File: src/rtl/rr_arbiter_4_pkg.sv
// Shared types and constants for the 4-way round-robin arbiter.
package rr_arbiter_4_pkg;

  localparam int NUM_REQ = 4;
  localparam int SEL_W   = 2;

  typedef enum logic {
    ST_IDLE = 1'b0,
    ST_BUSY = 1'b1
  } state_t;

  function automatic logic [NUM_REQ-1:0] onehot(input logic [SEL_W-1:0] idx);
    return 4'b0001 << idx;
  endfunction

endpackage

File: src/rtl/rr_arbiter_4_pick4.sv
// Rotating-priority picker: first unmasked requester scanning ptr, ptr+1, .. ptr+3.
module rr_pick4
  import rr_arbiter_4_pkg::*;
(
  input  logic [NUM_REQ-1:0] req,
  input  logic [SEL_W-1:0]   ptr,
  input  logic [NUM_REQ-1:0] mask,
  output logic               found,
  output logic [SEL_W-1:0]   idx
);

  logic [NUM_REQ-1:0] eligible;
  logic [SEL_W-1:0]   cand;

  // NOTE: every output and temporary gets a default at the top of the block,
  // so no path leaves a value unassigned and no latch is inferred.
  always_comb begin
    eligible = req & ~mask;
    found    = 1'b0;
    idx      = '0;
    cand     = '0;
    // Walk from the farthest offset back to ptr so the nearest hit wins.
    for (int k = NUM_REQ - 1; k >= 0; k--) begin
      cand = ptr + SEL_W'(k);
      if (eligible[cand]) begin
        found = 1'b1;
        idx   = cand;
      end
    end
  end

endmodule

File: src/rtl/rr_arbiter_4.sv
// Round-robin arbiter granting one downstream port to 4 requesters, holding the
// grant across a multi-beat transaction and handing over with no idle gap.
module rr_arbiter_4
  import rr_arbiter_4_pkg::*;
#(
  parameter int DATA_WIDTH = 32,
  parameter int MAX_BEATS  = 16
) (
  input  logic                  clk,
  input  logic                  reset,
  input  logic [NUM_REQ-1:0]    req,
  input  logic [NUM_REQ-1:0]    req_last,
  input  logic [DATA_WIDTH-1:0] req_data0,
  input  logic [DATA_WIDTH-1:0] req_data1,
  input  logic [DATA_WIDTH-1:0] req_data2,
  input  logic [DATA_WIDTH-1:0] req_data3,
  output logic [NUM_REQ-1:0]    ack,
  output logic [NUM_REQ-1:0]    gnt,
  output logic [SEL_W-1:0]      sel,
  output logic                  out_valid,
  output logic [DATA_WIDTH-1:0] out_data,
  output logic                  out_last,
  input  logic                  out_ready,
  output logic                  overrun
);

  localparam int CNT_W = $clog2(MAX_BEATS + 1);

  state_t             state, state_nxt;
  logic [SEL_W-1:0]   sel_nxt;
  logic [SEL_W-1:0]   ptr, ptr_nxt;
  logic [CNT_W-1:0]   beat_cnt, beat_cnt_nxt;
  logic               overrun_nxt;

  logic               busy;
  logic               xfer;
  logic               cnt_full;
  logic               release_now;
  logic [NUM_REQ-1:0] pick_mask;
  logic               pick_found;
  logic [SEL_W-1:0]   pick_idx;

  assign busy      = (state == ST_BUSY);
  assign xfer      = out_valid & out_ready;
  assign cnt_full  = (beat_cnt + CNT_W'(1)) == CNT_W'(MAX_BEATS);
  // Abort when the owner withdraws, otherwise release on a last or capped beat.
  assign release_now = busy & (~req[sel] | (xfer & (req_last[sel] | cnt_full)));
  // The releasing owner is excluded so it cannot be re-granted back-to-back.
  assign pick_mask = busy ? onehot(sel) : '0;

  rr_pick4 u_pick (
    .req   (req),
    .ptr   (ptr),
    .mask  (pick_mask),
    .found (pick_found),
    .idx   (pick_idx)
  );

  // NOTE: sequential state is updated with non-blocking assignments only, so
  // every register samples the pre-edge values regardless of statement order.
  always_ff @(posedge clk) begin
    if (reset) begin
      state    <= ST_IDLE;
      sel      <= '0;
      ptr      <= '0;
      beat_cnt <= '0;
      overrun  <= 1'b0;
    end else begin
      state    <= state_nxt;
      sel      <= sel_nxt;
      ptr      <= ptr_nxt;
      beat_cnt <= beat_cnt_nxt;
      overrun  <= overrun_nxt;
    end
  end

  always_comb begin
    state_nxt    = state;
    sel_nxt      = sel;
    ptr_nxt      = ptr;
    beat_cnt_nxt = beat_cnt;
    overrun_nxt  = 1'b0;
    unique case (state)
      ST_IDLE: begin
        if (pick_found) begin
          state_nxt    = ST_BUSY;
          sel_nxt      = pick_idx;
          ptr_nxt      = pick_idx + SEL_W'(1);
          beat_cnt_nxt = '0;
        end
      end
      ST_BUSY: begin
        if (release_now) begin
          beat_cnt_nxt = '0;
          overrun_nxt  = xfer & cnt_full & ~req_last[sel];
          if (pick_found) begin
            sel_nxt = pick_idx;
            ptr_nxt = pick_idx + SEL_W'(1);
          end else begin
            state_nxt = ST_IDLE;
          end
        end else if (xfer) begin
          beat_cnt_nxt = beat_cnt + CNT_W'(1);
        end
      end
      default: state_nxt = ST_IDLE;
    endcase
  end

  always_comb begin
    out_valid = busy & req[sel] & ~reset;
    out_last  = req_last[sel] & out_valid;
    ack       = (out_valid & out_ready) ? onehot(sel) : '0;
    gnt       = busy ? onehot(sel) : '0;
    unique case (sel)
      2'd0:    out_data = req_data0;
      2'd1:    out_data = req_data1;
      2'd2:    out_data = req_data2;
      default: out_data = req_data3;
    endcase
  end

endmodule

File: config.mk
export PLATFORM = sky130hd
export DESIGN_NAME = rr_arbiter_4
export DESIGN_NICKNAME = d
export VERILOG_FILES = /design/src/rtl/rr_arbiter_4_pkg.sv /design/src/rtl/rr_arbiter_4_pick4.sv /design/src/rtl/rr_arbiter_4.sv
export SDC_FILE = /design/constraint.sdc
export NUM_CORES = 1
export LEC_CHECK = 0
export CORE_MARGIN = 5
export CORE_UTILIZATION = 29
export CTS_BUF_LIST = sky130_fd_sc_hd__clkbuf_16
export CTS_CLUSTER_SIZE = 10
export DETAILED_ROUTE_END_ITERATION = 10
export GPL_TIMING_DRIVEN = 1
export PLACE_DENSITY = 0.83
export RECOVER_POWER = 50
export SLEW_MARGIN = 5
export SYNTH_ARGS = -nofsm -noshare
export SYNTH_HDL_FRONTEND = slang
export SYNTH_SLANG_ARGS = --single-unit
File: constraint.sdc
create_clock -name clk -period 3.28 [get_ports clk]
set_input_delay 0.984 -clock clk [delete_from_list [all_inputs] [get_ports clk]]
set_output_delay 0.984 -clock clk [all_outputs]
set_load 0.01 [all_outputs]
==> results <==
## placed cells by master, fill, tap and decap left out, drive strengths merged, types with 3 or more instances in the layout
cell type / netlist / layout
dlygate4sd3: 0 / 3
and3: 4 / 4
clkdlybuf4s50: 0 / 138
inv: 2 / 3
nand2b: 6 / 6
nand2: 8 / 8
buf: 10 / 17
nor2: 6 / 6
clkbuf: 6 / 7
mux4: 34 / 34
nor2b: 3 / 3
mux2i: 3 / 3
nand3: 4 / 4
or4b: 3 / 3
a211oi: 4 / 4
o21ai: 8 / 8
a311oi: 4 / 4
a21o: 3 / 3
dlygate4sd2: 0 / 39
a21oi: 12 / 12
dfxtp: 11 / 11
## registers in the layout, summed over array words and instances, names as in the netlist
register and count:
beat_cnt 5, ptr 2, sel 2, busy 1, overrun 1
## how the worst min path moves through the flow
stage,start,depth (start not counted),slack [ns],end
4_1_cts,beat_cnt[1]$_SDFFE_PP0P_,2,0.49,beat_cnt[1]$_SDFFE_PP0P_
2_1_floorplan,beat_cnt[1]$_SDFFE_PP0P_,2,0.46,beat_cnt[1]$_SDFFE_PP0P_
3_5_place_dp,beat_cnt[1]$_SDFFE_PP0P_,2,0.49,beat_cnt[1]$_SDFFE_PP0P_
6_report,beat_cnt[1]$_SDFFE_PP0P_,2,0.49,beat_cnt[1]$_SDFFE_PP0P_
3_3_place_gp,beat_cnt[1]$_SDFFE_PP0P_,2,0.47,beat_cnt[1]$_SDFFE_PP0P_
5_1_grt,beat_cnt[1]$_SDFFE_PP0P_,2,0.51,beat_cnt[1]$_SDFFE_PP0P_
## per-layer routing
layer	routed length [um]	GRT usage, %
met1	3360	26.3
met2	4740	41.3
met3	632	4.75
met4	172	4.96
met5	0	0
## power by group through the flow
stage               Combinational, mW  Clock, mW  Sequential, mW
global route                     1.83      0.232           0.263
CTS                              1.73      0.222           0.252
finish                           1.70      0.220           0.253
floorplan                        1.06          0           0.201
global placement                 1.85          0           0.251
detailed placement               1.87          0           0.253
## cells by family (layout without fill, tap and decap cells)
| logic type | count (synthesis) | count (layout) | share of synthesized area (%) |
|---|---|---|---|
| AO/OA/AOI/OAI | 43 | 43 | 17.6 |
| buffers and inverters | 18 | 208 | 4.68 |
| XOR/XNOR | 1 | 1 | 0.951 |
| flip-flops | 11 | 11 | 12.9 |
| multiplexers | 37 | 37 | 46.5 |
| AND/OR/NAND/NOR | 48 | 48 | 16.6 |
| adder cells (fa/ha/maj) | 1 | 1 | 0.731 |
| other | 0 | 1 | 0 |
## worst reg2reg max path: cells and delay by family (launching register included)
kind / cells / cell delay [ns]
compound gates: 4 / 1.26
flops: 1 / 0.45
simple gates: 2 / 0.32
buf+inv: 1 / 0.42
## final cells by class
cell class	count	area share (%)
timing repair buffer	202	51.2
multi-input combinational	130	37.9
sequential	11	5.96
tap	75	2.51
clock buffer	3	2.01
inverter	2	0.201
clock inverter	1	0.100
antenna	1	0.0670
## timing repair
item | 4_1_cts | 5_1_grt
buffers inserted | 2 | 0
setup endpoints to repair | 38 | 2
pin swaps | 2 | 0
resized for setup | 52 | 2
==> flow_metrics.tcl <==
set metrics [dict create \
    reg2reg_slack_ns 0.77 \
    path_clk_slew_ns 0.04 \
    multi_input_area_um2 1420 \
    cp_cell_sequence "dlygate4sd2_1 -> mux4_2 -> nand3_4 -> nor3_1 -> dlygate4sd2_1" \
    p_leak_nw 1.42 \
    cts-root-buf "clkbuf_16" \
    cp.required_ns 2.30 \
    stdcell_area_um2 3740 \
    end_kind "primary output" \
    grt_pass1_wl_um 12900 \
    pin_count 184 \
    critPathBufInv 2 \
    cp-start-kind "primary input" \
    syn2layout_area_growth_pct 119 \
    yosysTopAreaCellShare_pct 44.8 \
    critPathMaxFanout 5 \
    finalWorstSetupSlack_ns 0.0697 \
    post_dp_cell_area_um2 3710 \
    coreArea_um2 5820 \
    row_count 28 \
    yosys.area.top_type "mux4_2" \
    slowest_delay_ns 0.55 \
    syn_avg_cell_area_um2 10.8 \
    critPathArrivalTime_ns 2.23 \
    final_hold_viol_count 0 \
    final_max_slew_viol_count 0 \
    startpoint "req[3]" \
    clock_sinks 11 \
    rr_startpoint "busy$_SDFF_PP0_" \
    drt_wl_total_um 8910 \
    dp_hpwl_um 7680 \
    synth_area_leaders "mux4_2, dfxtp_1, a21oi_1, nand2b_1, a311oi_1" \
    antenna_found_initial 1 \
    status "finished, final reports clean" \
    p_int_mw 1.27 \
    cts_tree "yes" \
    io_buffers 183 \
    sequentialPowerShare_pct 11.6 \
    total_power_mw 2.17 \
    rsz0062_at_grt "no" \
    die_area_um2 7530 \
    via_per_inst 5.28 \
    insertion_delay_ns 0.24 \
    h-tree-depth 1 \
    fin_util_pct 64.3 \
    crit_family "multiplexers" \
    hold_class "register to register" \
    synth_nets 299 \
    clockBufferDepth 2 \
    combPwrFrac_pct 78.2 \
    fin_skew_ns 0.00122 \
    final_cells 425 \
    die_x_um 86.8 \
    cts-buffers-inserted 3 \
    slew_headroom_pct 60.6 \
    power.density_nw_per_um2 581 \
    synth_enable_flop_cells 0 \
    cp_common_cell "dlygate4sd2_1" \
    cp_num_cells 5 \
    grt_overflow_total 0 \
    drv_cap 0 \
    yosys_warnings 0 \
    synthArstFlopShare_pct 0 \
    dr.pass1.iters 4 \
    grt_max_degree 21 \
    final_nets 490 \
    yosysSeqAreaShare_pct 12.9 \
    critPathKind "primary input to primary output" \
    initial_core_util_pct 29.4 \
    antenna_left 0 \
    vdd_drop_max_uv 763 \
    worstReg2RegEnd "beat_cnt[4]$_SDFFE_PP0P_" \
    seq_area_um2 223 \
    first_iter_violations 54 \
    fmax_ghz 0.311 \
    crit_slowest_cell "mux4_2" \
    r2r_cells 7 \
    netlist_area_um2 1710 \
    p_clk_share_pct 10.1 \
    synth_seq_cells 11 \
    ys.flop_type "dfxtp_1" \
    crit_end "ack[0]" \
    setup_tns_ns 0 \
    wl_per_cell_um 21.0 \
    worst_slew_pin_slew_ns 0.591 \
    final_layout_size_suffix_gt1_share_pct 17.8 \
    yosysMostFrequentCell "mux4_2" \
    drc 0 \
    placed_cells 418 \
    pre_cts_ws_ns -0.448 \
    via_count 2244 \
    yosysUniqueCellTypes 42 \
    switchingPower_uw 898 \
    grt_pass1_vias 2284 \
    min_period_ns 3.21 \
    hold_buffers 0 \
    setup_viol_count_final 0 \
    grt_usage_pct 22.4 \
    fill_cells 519 \
    synth_commonest_cells "mux4_2, a21oi_1, dfxtp_1" \
    syn_inst 159 \
    whs_ns 0.493 \
    gp_congestion 0.877 \
    finalCritPeriodShare_pct 97.9 \
    power.share.switching_pct 41.4 \
    die_h_um 86.8 \
]
(Power assumes the default switching activity.)
